## src/rtl/serial_adder_if.sv

```systemverilog
// Operand/result bundle between a requester and the bit-serial adder.
interface serial_adder_if #(
   parameter int unsigned WIDTH = 8
);
   logic             start;
   logic [WIDTH-1:0] a;
   logic [WIDTH-1:0] b;
   logic             cin;
   logic             busy;
   logic             done;
   logic [WIDTH-1:0] sum;
   logic             cout;

   modport master (
      output start, a, b, cin,
      input  busy, done, sum, cout
   );

   modport slave (
      input  start, a, b, cin,
      output busy, done, sum, cout
   );
endinterface

```

## src/rtl/serial_adder.sv

```systemverilog
// Bit-serial adder: one full-adder step per clock, LSB first, WIDTH steps per operation.
module serial_adder #(
   parameter int unsigned WIDTH = 8
) (
   input  logic          clk,
   input  logic          rst,
   serial_adder_if.slave bus
);

   localparam int unsigned CW   = (WIDTH > 1) ? $clog2(WIDTH) : 1;
   localparam int unsigned LAST = WIDTH - 1;

   typedef enum logic [1:0] {
      IDLE = 2'd0,
      RUN  = 2'd1,
      DONE = 2'd2
   } state_t;

   state_t           state_q, state_d;
   logic [WIDTH-1:0] a_q, a_d;
   logic [WIDTH-1:0] b_q, b_d;
   logic [WIDTH-1:0] s_q, s_d;
   logic [WIDTH-1:0] sum_q, sum_d;
   logic [CW-1:0]    cnt_q, cnt_d;
   logic             c_q, c_d;
   logic             cout_q, cout_d;
   logic             busy_q, busy_d;
   logic             done_q, done_d;

   logic             fa_s_c;
   logic             fa_c_c;
   logic [WIDTH-1:0] s_shift_c;

   // Full-adder step on the current operand LSBs and the carry flop.
   always_comb begin
      fa_s_c    = a_q[0] ^ b_q[0] ^ c_q;
      fa_c_c    = (a_q[0] & b_q[0]) | (a_q[0] & c_q) | (b_q[0] & c_q);
      s_shift_c = {fa_s_c, s_q[WIDTH-1:1]};
   end

   // Next-state and datapath control; result registers load only on the edge entering DONE.
   always_comb begin
      state_d = state_q;
      a_d     = a_q;
      b_d     = b_q;
      s_d     = s_q;
      c_d     = c_q;
      cnt_d   = cnt_q;
      sum_d   = sum_q;
      cout_d  = cout_q;

      unique case (state_q)
         IDLE: begin
            if (bus.start) begin
               a_d     = bus.a;
               b_d     = bus.b;
               c_d     = bus.cin;
               s_d     = '0;
               cnt_d   = '0;
               state_d = RUN;
            end
         end
         RUN: begin
            s_d   = s_shift_c;
            a_d   = a_q >> 1;
            b_d   = b_q >> 1;
            c_d   = fa_c_c;
            cnt_d = cnt_q + CW'(1);
            if (cnt_q == CW'(LAST)) begin
               sum_d   = s_shift_c;
               cout_d  = fa_c_c;
               state_d = DONE;
            end
         end
         DONE: begin
            state_d = IDLE;
         end
         default: begin
            state_d = IDLE;
         end
      endcase

      busy_d = (state_d != IDLE);
      done_d = (state_d == DONE);
   end

   // State and datapath registers with synchronous reset.
   always_ff @(posedge clk) begin
      if (rst) begin
         state_q <= IDLE;
         a_q     <= '0;
         b_q     <= '0;
         s_q     <= '0;
         c_q     <= 1'b0;
         cnt_q   <= '0;
         sum_q   <= '0;
         cout_q  <= 1'b0;
         busy_q  <= 1'b0;
         done_q  <= 1'b0;
      end else begin
         state_q <= state_d;
         a_q     <= a_d;
         b_q     <= b_d;
         s_q     <= s_d;
         c_q     <= c_d;
         cnt_q   <= cnt_d;
         sum_q   <= sum_d;
         cout_q  <= cout_d;
         busy_q  <= busy_d;
         done_q  <= done_d;
      end
   end

   assign bus.busy = busy_q;
   assign bus.done = done_q;
   assign bus.sum  = sum_q;
   assign bus.cout = cout_q;

endmodule

```

## src/flat_wrapper.sv

```systemverilog
// flat-port wrapper written by rule: the top's interface ports become plain ports
module serial_adder_flat 
#(
   parameter int unsigned WIDTH = 8
)
  (clk, rst, bus_start, bus_a, bus_b, bus_cin, bus_busy, bus_done, bus_sum, bus_cout);
  serial_adder_if #(.WIDTH(WIDTH)) bus_i ();
  input  logic clk;
  input  logic rst;
  input wire logic [$bits(bus_i.start)-1:0] bus_start;
  input wire logic [$bits(bus_i.a)-1:0] bus_a;
  input wire logic [$bits(bus_i.b)-1:0] bus_b;
  input wire logic [$bits(bus_i.cin)-1:0] bus_cin;
  output wire logic [$bits(bus_i.busy)-1:0] bus_busy;
  output wire logic [$bits(bus_i.done)-1:0] bus_done;
  output wire logic [$bits(bus_i.sum)-1:0] bus_sum;
  output wire logic [$bits(bus_i.cout)-1:0] bus_cout;
  assign bus_i.start = bus_start;
  assign bus_i.a = bus_a;
  assign bus_i.b = bus_b;
  assign bus_i.cin = bus_cin;
  assign bus_busy = bus_i.busy;
  assign bus_done = bus_i.done;
  assign bus_sum = bus_i.sum;
  assign bus_cout = bus_i.cout;
  serial_adder #(.WIDTH(WIDTH)) u_core (.clk(clk), .rst(rst), .bus(bus_i));
endmodule
```

## config.mk

```make
export PLATFORM = sky130hd
export DESIGN_NAME = serial_adder_flat
export DESIGN_NICKNAME = d
export VERILOG_FILES = /design/src/rtl/serial_adder_if.sv /design/src/rtl/serial_adder.sv /design/src/flat_wrapper.sv
export SDC_FILE = /design/constraint.sdc
export NUM_CORES = 1
export LEC_CHECK = 0
export ABC_AREA = 1
export BUFFER_PORTS_ARGS = -buffer_cell sky130_fd_sc_hd__buf_2
export CORE_MARGIN = 5
export CORE_UTILIZATION = 62
export CTS_BUF_LIST = sky130_fd_sc_hd__clkbuf_8
export CTS_CLUSTER_SIZE = 16
export DETAILED_ROUTE_END_ITERATION = 8
export MAX_ROUTING_LAYER = met4
export PLACE_DENSITY = 0.88
export SLEW_MARGIN = 40
export SYNTH_ARGS = -nofsm -noshare
export SYNTH_HDL_FRONTEND = slang
export SYNTH_SLANG_ARGS = --single-unit
```

## constraint.sdc

```tcl
create_clock -name clk -period 2.3 [get_ports clk]
set_input_delay 0.46 -clock clk [delete_from_list [all_inputs] [get_ports clk]]
set_output_delay 0.46 -clock clk [all_outputs]
set_load 0.01 [all_outputs]
```

# Word level (Yosys, flattened, before mapping)
# Cells that the tools add are included.
# W data, S select, Z words.
dict set report totals {
  reg_bits 41
  in_bits 20
}
dict set report op_classes {
  addsub 1
  n_eq_ne 4
  mux 13
  n_bitwise 7
  reduce_logical 5
}
# operator count
set op_table {}
lappend op_table {{$pmux W8 S2} 3}
lappend op_table {{$mux W8} 3}
lappend op_table {{$pmux W3 S2} 1}
lappend op_table {{$mux W2} 2}
lappend op_table {{$pmux W2 S2} 1}
lappend op_table {{$reduce_and A2 Y1} 2}
lappend op_table {{$reduce_bool A2 Y1} 2}
lappend op_table {{$add A3 B1 Y3 const B} 1}
lappend op_table {{$and A1 B1 Y1} 3}
lappend op_table {{$eq A3 B3 Y1 const B} 1}
lappend op_table {{$mux W3} 1}
lappend op_table {{$eq A2 B1 Y1 const B} 1}
lappend op_table {{$eq A2 B2 Y1 const B} 1}
lappend op_table {{$logic_not A2 Y1} 1}
lappend op_table {{$ne A2 B2 Y1 const B} 1}
lappend op_table {{$or A1 B1 Y1} 2}
lappend op_table {{$pmux W1 S2} 1}
lappend op_table {{$xor A1 B1 Y1} 2}
lappend op_table {{$mux W1} 1}

# Longest topological paths before layout
dict set report logic_depth {
  depth_word 4
  mapped_depth 7
}

# Worst setup path before layout
# Ideal clock, no wire load.
dict set report synth_timing {
  path_type {input port to flip-flop}
  startpoint {in bus_start}
  endpoint {reg u_core.b_q[6]}
  arrival_time_ps 1133
  setup_slack_ps 1053
  stages 6
  path_buffers 2
  path_cell_list {buf_6 > o21ai_4 > buf_6 > nand2_1 > nand2_1 > nor2_1}
}
dict set report synth_via {
  elab_chain_cells 2
}
# item line
set synth_lines {}
lappend synth_lines {{from (decl)} flat_wrapper.sv:10} ;# input wire logic [$bits(bus_i.start)-1:0] bus_start;
lappend synth_lines {{$ne A2 B2 Y1 (no line)} --}
lappend synth_lines {{$reduce_and A2 Y1 (no line)} --}
lappend synth_lines {{to (signal assigned)} serial_adder.sv:92} ;# b_q <= '0;
lappend synth_lines {{to (signal assigned)} serial_adder.sv:103} ;# b_q <= b_d;
lappend synth_lines {{to (decl)} serial_adder.sv:21} ;# logic [WIDTH-1:0] b_q, b_d;
# No other way between the ends.
# A chain may end at the register's enable or synchronous reset.

# Worst setup path in the final report
dict set report layout_timing {
  startpoint {reg u_core.state_q[0]}
  endpoint {reg u_core.cout_q, in the netlist u_core.bus.cout}
}
dict set report layout_via {
  elab_chain_cells 2
}
# item line
set layout_lines {}
lappend layout_lines {{from (decl)} serial_adder.sv:19} ;# state_t state_q, state_d;
lappend layout_lines {{from (signal assigned)} serial_adder.sv:101} ;# state_q <= state_d;
lappend layout_lines {{$eq A2 B1 Y1} serial_adder.sv:52} ;# unique case (state_q)
lappend layout_lines {{$reduce_and A2 Y1 (no line)} --}
lappend layout_lines {{to (signal assigned)} serial_adder.sv:108} ;# cout_q <= cout_d;
lappend layout_lines {{to (decl)} serial_adder.sv:26} ;# logic cout_q, cout_d;
# No other way between the ends.

==> reports/metrics.yaml <==
slew_viol_final: 0
overflow: 0
crit_fanout: 12
routed_wl_um: 3580
htree_num_levels: 2
avgSynthCellArea_um2: 7.26
status: "completed"
grtUsageMet1_pct: 22.8
setup_viol: 0
relSlewSlack_pct: 62.7
initial_core_util_pct: 63.1
postSynthNetCount: 284
crit_type: "flip-flop to flip-flop"
synth.distinct_cells: 20
area_growth_syn_to_layout_pct: 10.8
rsz0062_at_grt: "false"
instances_no_fill: 322
cts_resized: 0
synth_area_leaders: "dfxtp_1 42%, nand2_1 12%, inv_1 7.1%, nor2_1 6.7%, nand3_1 6.1%"
dp_cells: 314
core_area_um2: 3000
layout.cells.most_common_list: "63 x nand2_1, 40 x dfxtp_1, 36 x inv_1"
clock-sinks: 40
top_usage_layer: "met2"
clkLatencyLatePin_ns: 0.30
antennaDiodeCount: 0
vias: 1610
drtIter0Drc: 191
power_density_nw_per_um2: 655
clk_path_buf_depth: 2
timing.final.crit_period_ns: 1.49
max_slew.worst_pin.slew_ns: 0.557
ir_drop_uv: 489
ys_ff_latch: 40
firstDrtPassIters: 4
drc: 0
fin_crit_sh_pct: 64.7
nets: 311
synth-async-reset-ratio_pct: 0
cts_hold_buf: 0
post_cts_buffers: 0
synth_top_flop_cell: "dfxtp_1"
netlist_area_um2: 1890
io_pins: 31
rrSetupSlack_ns: 0.81
clk_pin_slew_ns: 0.08
cts_tree: "built"
finClkSkew_ns: 0.00801
syn_inst: 261
grt_pass1_vias: 1497
cts_root_buffer: "clkbuf_8"
hold_violations: 0
yosysSeqAreaShare_pct: 42.3
max_freq_mhz: 672
numPortBuffers: 30
drt-wirelength-per-cell_um: 11.1
crit_path_frequent_cell: "nand2_1"
cp-start-kind: "flip-flop"
die_y_um: 65.3
viasPerCell: 5.00
placed_area_um2: 2010
rows: 20
crit_arrival_ns: 1.74
grt_pass1_wl_um: 6220
numCtsBuffers: 5
fin_area_um2: 2100
postRouteAntennaNets: 0
hp-class: "input port to flip-flop"
worstPathRequired_ns: 2.55
synth_edf_count: 0
dp_hpwl_um: 2380
path_cells: "inv_2 -> nor2_4 -> nand2_2 -> nor2_8 -> nand2_1 -> nand2_1"
finalSetupTns_ns: 0
die-area_um2: 4260
use_met2_pct: 30.8
cp_slowest_cell: "dfxtp_1"
grt_max_degree: 31
netlist.top_cell.by_area: "dfxtp_1"
ys_warn_count: 0
drive_above_1_share_pct: 24.9
cp-end-kind: "flip-flop"
layout_commonest_cell: "nand2_1"
grt_antenna_before_repair: 0
power.leakage_uw: 0.00105
cap_viol_max_count: 0
grt.total_usage_pct: 19.4
gp_congestion: 0.792
met3_usage_pct: 5.47
worst_path_largest_cell_delay_ns: 0.48
die_w_um: 65.3
yosysTopAreaCellShare_pct: 42.3
## final cells by class
cell class | count | area (µm²)
fill | 246 | 905
multi-input combinational | 168 | 842
sequential | 40 | 801
timing repair buffer | 34 | 180
inverter | 39 | 146
clock buffer | 5 | 68.8
tap | 33 | 41.3
clock inverter | 3 | 18.8
## registers in the layout, indices dropped and copies added (netlist names)
| register | count |
|---|---|
| u_core.a_q | 8 |
| u_core.state_q | 2 |
| u_core.s_q | 7 |
| u_core.cnt_q | 3 |
| u_core.b_q | 8 |
| u_core.bus.done | 1 |
| u_core.bus.busy | 1 |
| u_core.c_q | 1 |
| u_core.bus.sum | 8 |
| u_core.bus.cout | 1 |
## Yosys cell counts, types with 2 or more instances
library cell  number
nand2_1           63
dfxtp_1           40
inv_1             36
nor2_1            34
nand3_1           23
a21oi_1           15
nand2_2           12
a21oi_2           11
buf_2              9
buf_6              4
inv_2              3
ha_1               2
nand4_1            2
## metal layers
metal	wire length, µm	vias to the layer above	part of all wire (%)
met5	0	-	0
met4	73	0	2.0
met3	229	7	6.4
met2	1680	38	47
met1	1610	721	45
li1	-	844	-
## cell families (layout without fill, tap and decap cells)
logic type | Yosys count | count (layout) | share of synthesized area (%)
AO/OA/AOI/OAI | 28 | 28 | 10.2
flip-flops | 40 | 40 | 42.3
AND/OR/NAND/NOR | 137 | 137 | 31.9
buffers and inverters | 53 | 81 | 13.3
adder cells (fa/ha/maj) | 3 | 3 | 2.38
## worst paths after layout
path                                  startpoint  cells after the start                              to
setup / recovery    u_core.state_q[0]$_SDFF_PP0_                      6    u_core.bus.cout$_SDFFE_PP0P_
hold / removal                          bus_b[7]                      3      u_core.b_q[7]$_SDFFE_PP0P_
setup reg to reg    u_core.state_q[0]$_SDFF_PP0_                      6    u_core.bus.cout$_SDFFE_PP0P_
hold reg to reg   u_core.bus.sum[2]$_SDFFE_PP0P_                      2  u_core.bus.sum[2]$_SDFFE_PP0P_
## worst max-delay path: cells and delay by family, from the launching register on
kind	cells	cell delay (ns)
buf+inv	1	0.10
flops	1	0.48
simple gates	5	0.85
## power breakdown
group	switching, µW	internal, µW	total (µW)	leakage, µW
Clock	258	211	470	0.0000479
Sequential	12.6	721	734	0.000327
Combinational	107	64.2	171	0.000677
## per-stage QoR
step	util, %	total power, µW	hold WS (ns)	setup WS (ns)
after floorplan	-	881	0.442	1.05
after global placement	67.0	914	0.455	0.624
after detailed placement	67.0	919	0.459	0.624
after CTS	69.9	1380	0.451	0.810
after global routing	69.9	1440	0.445	0.723
final	69.9	1370	0.455	0.811
Power figures use the tool's default switching activity.
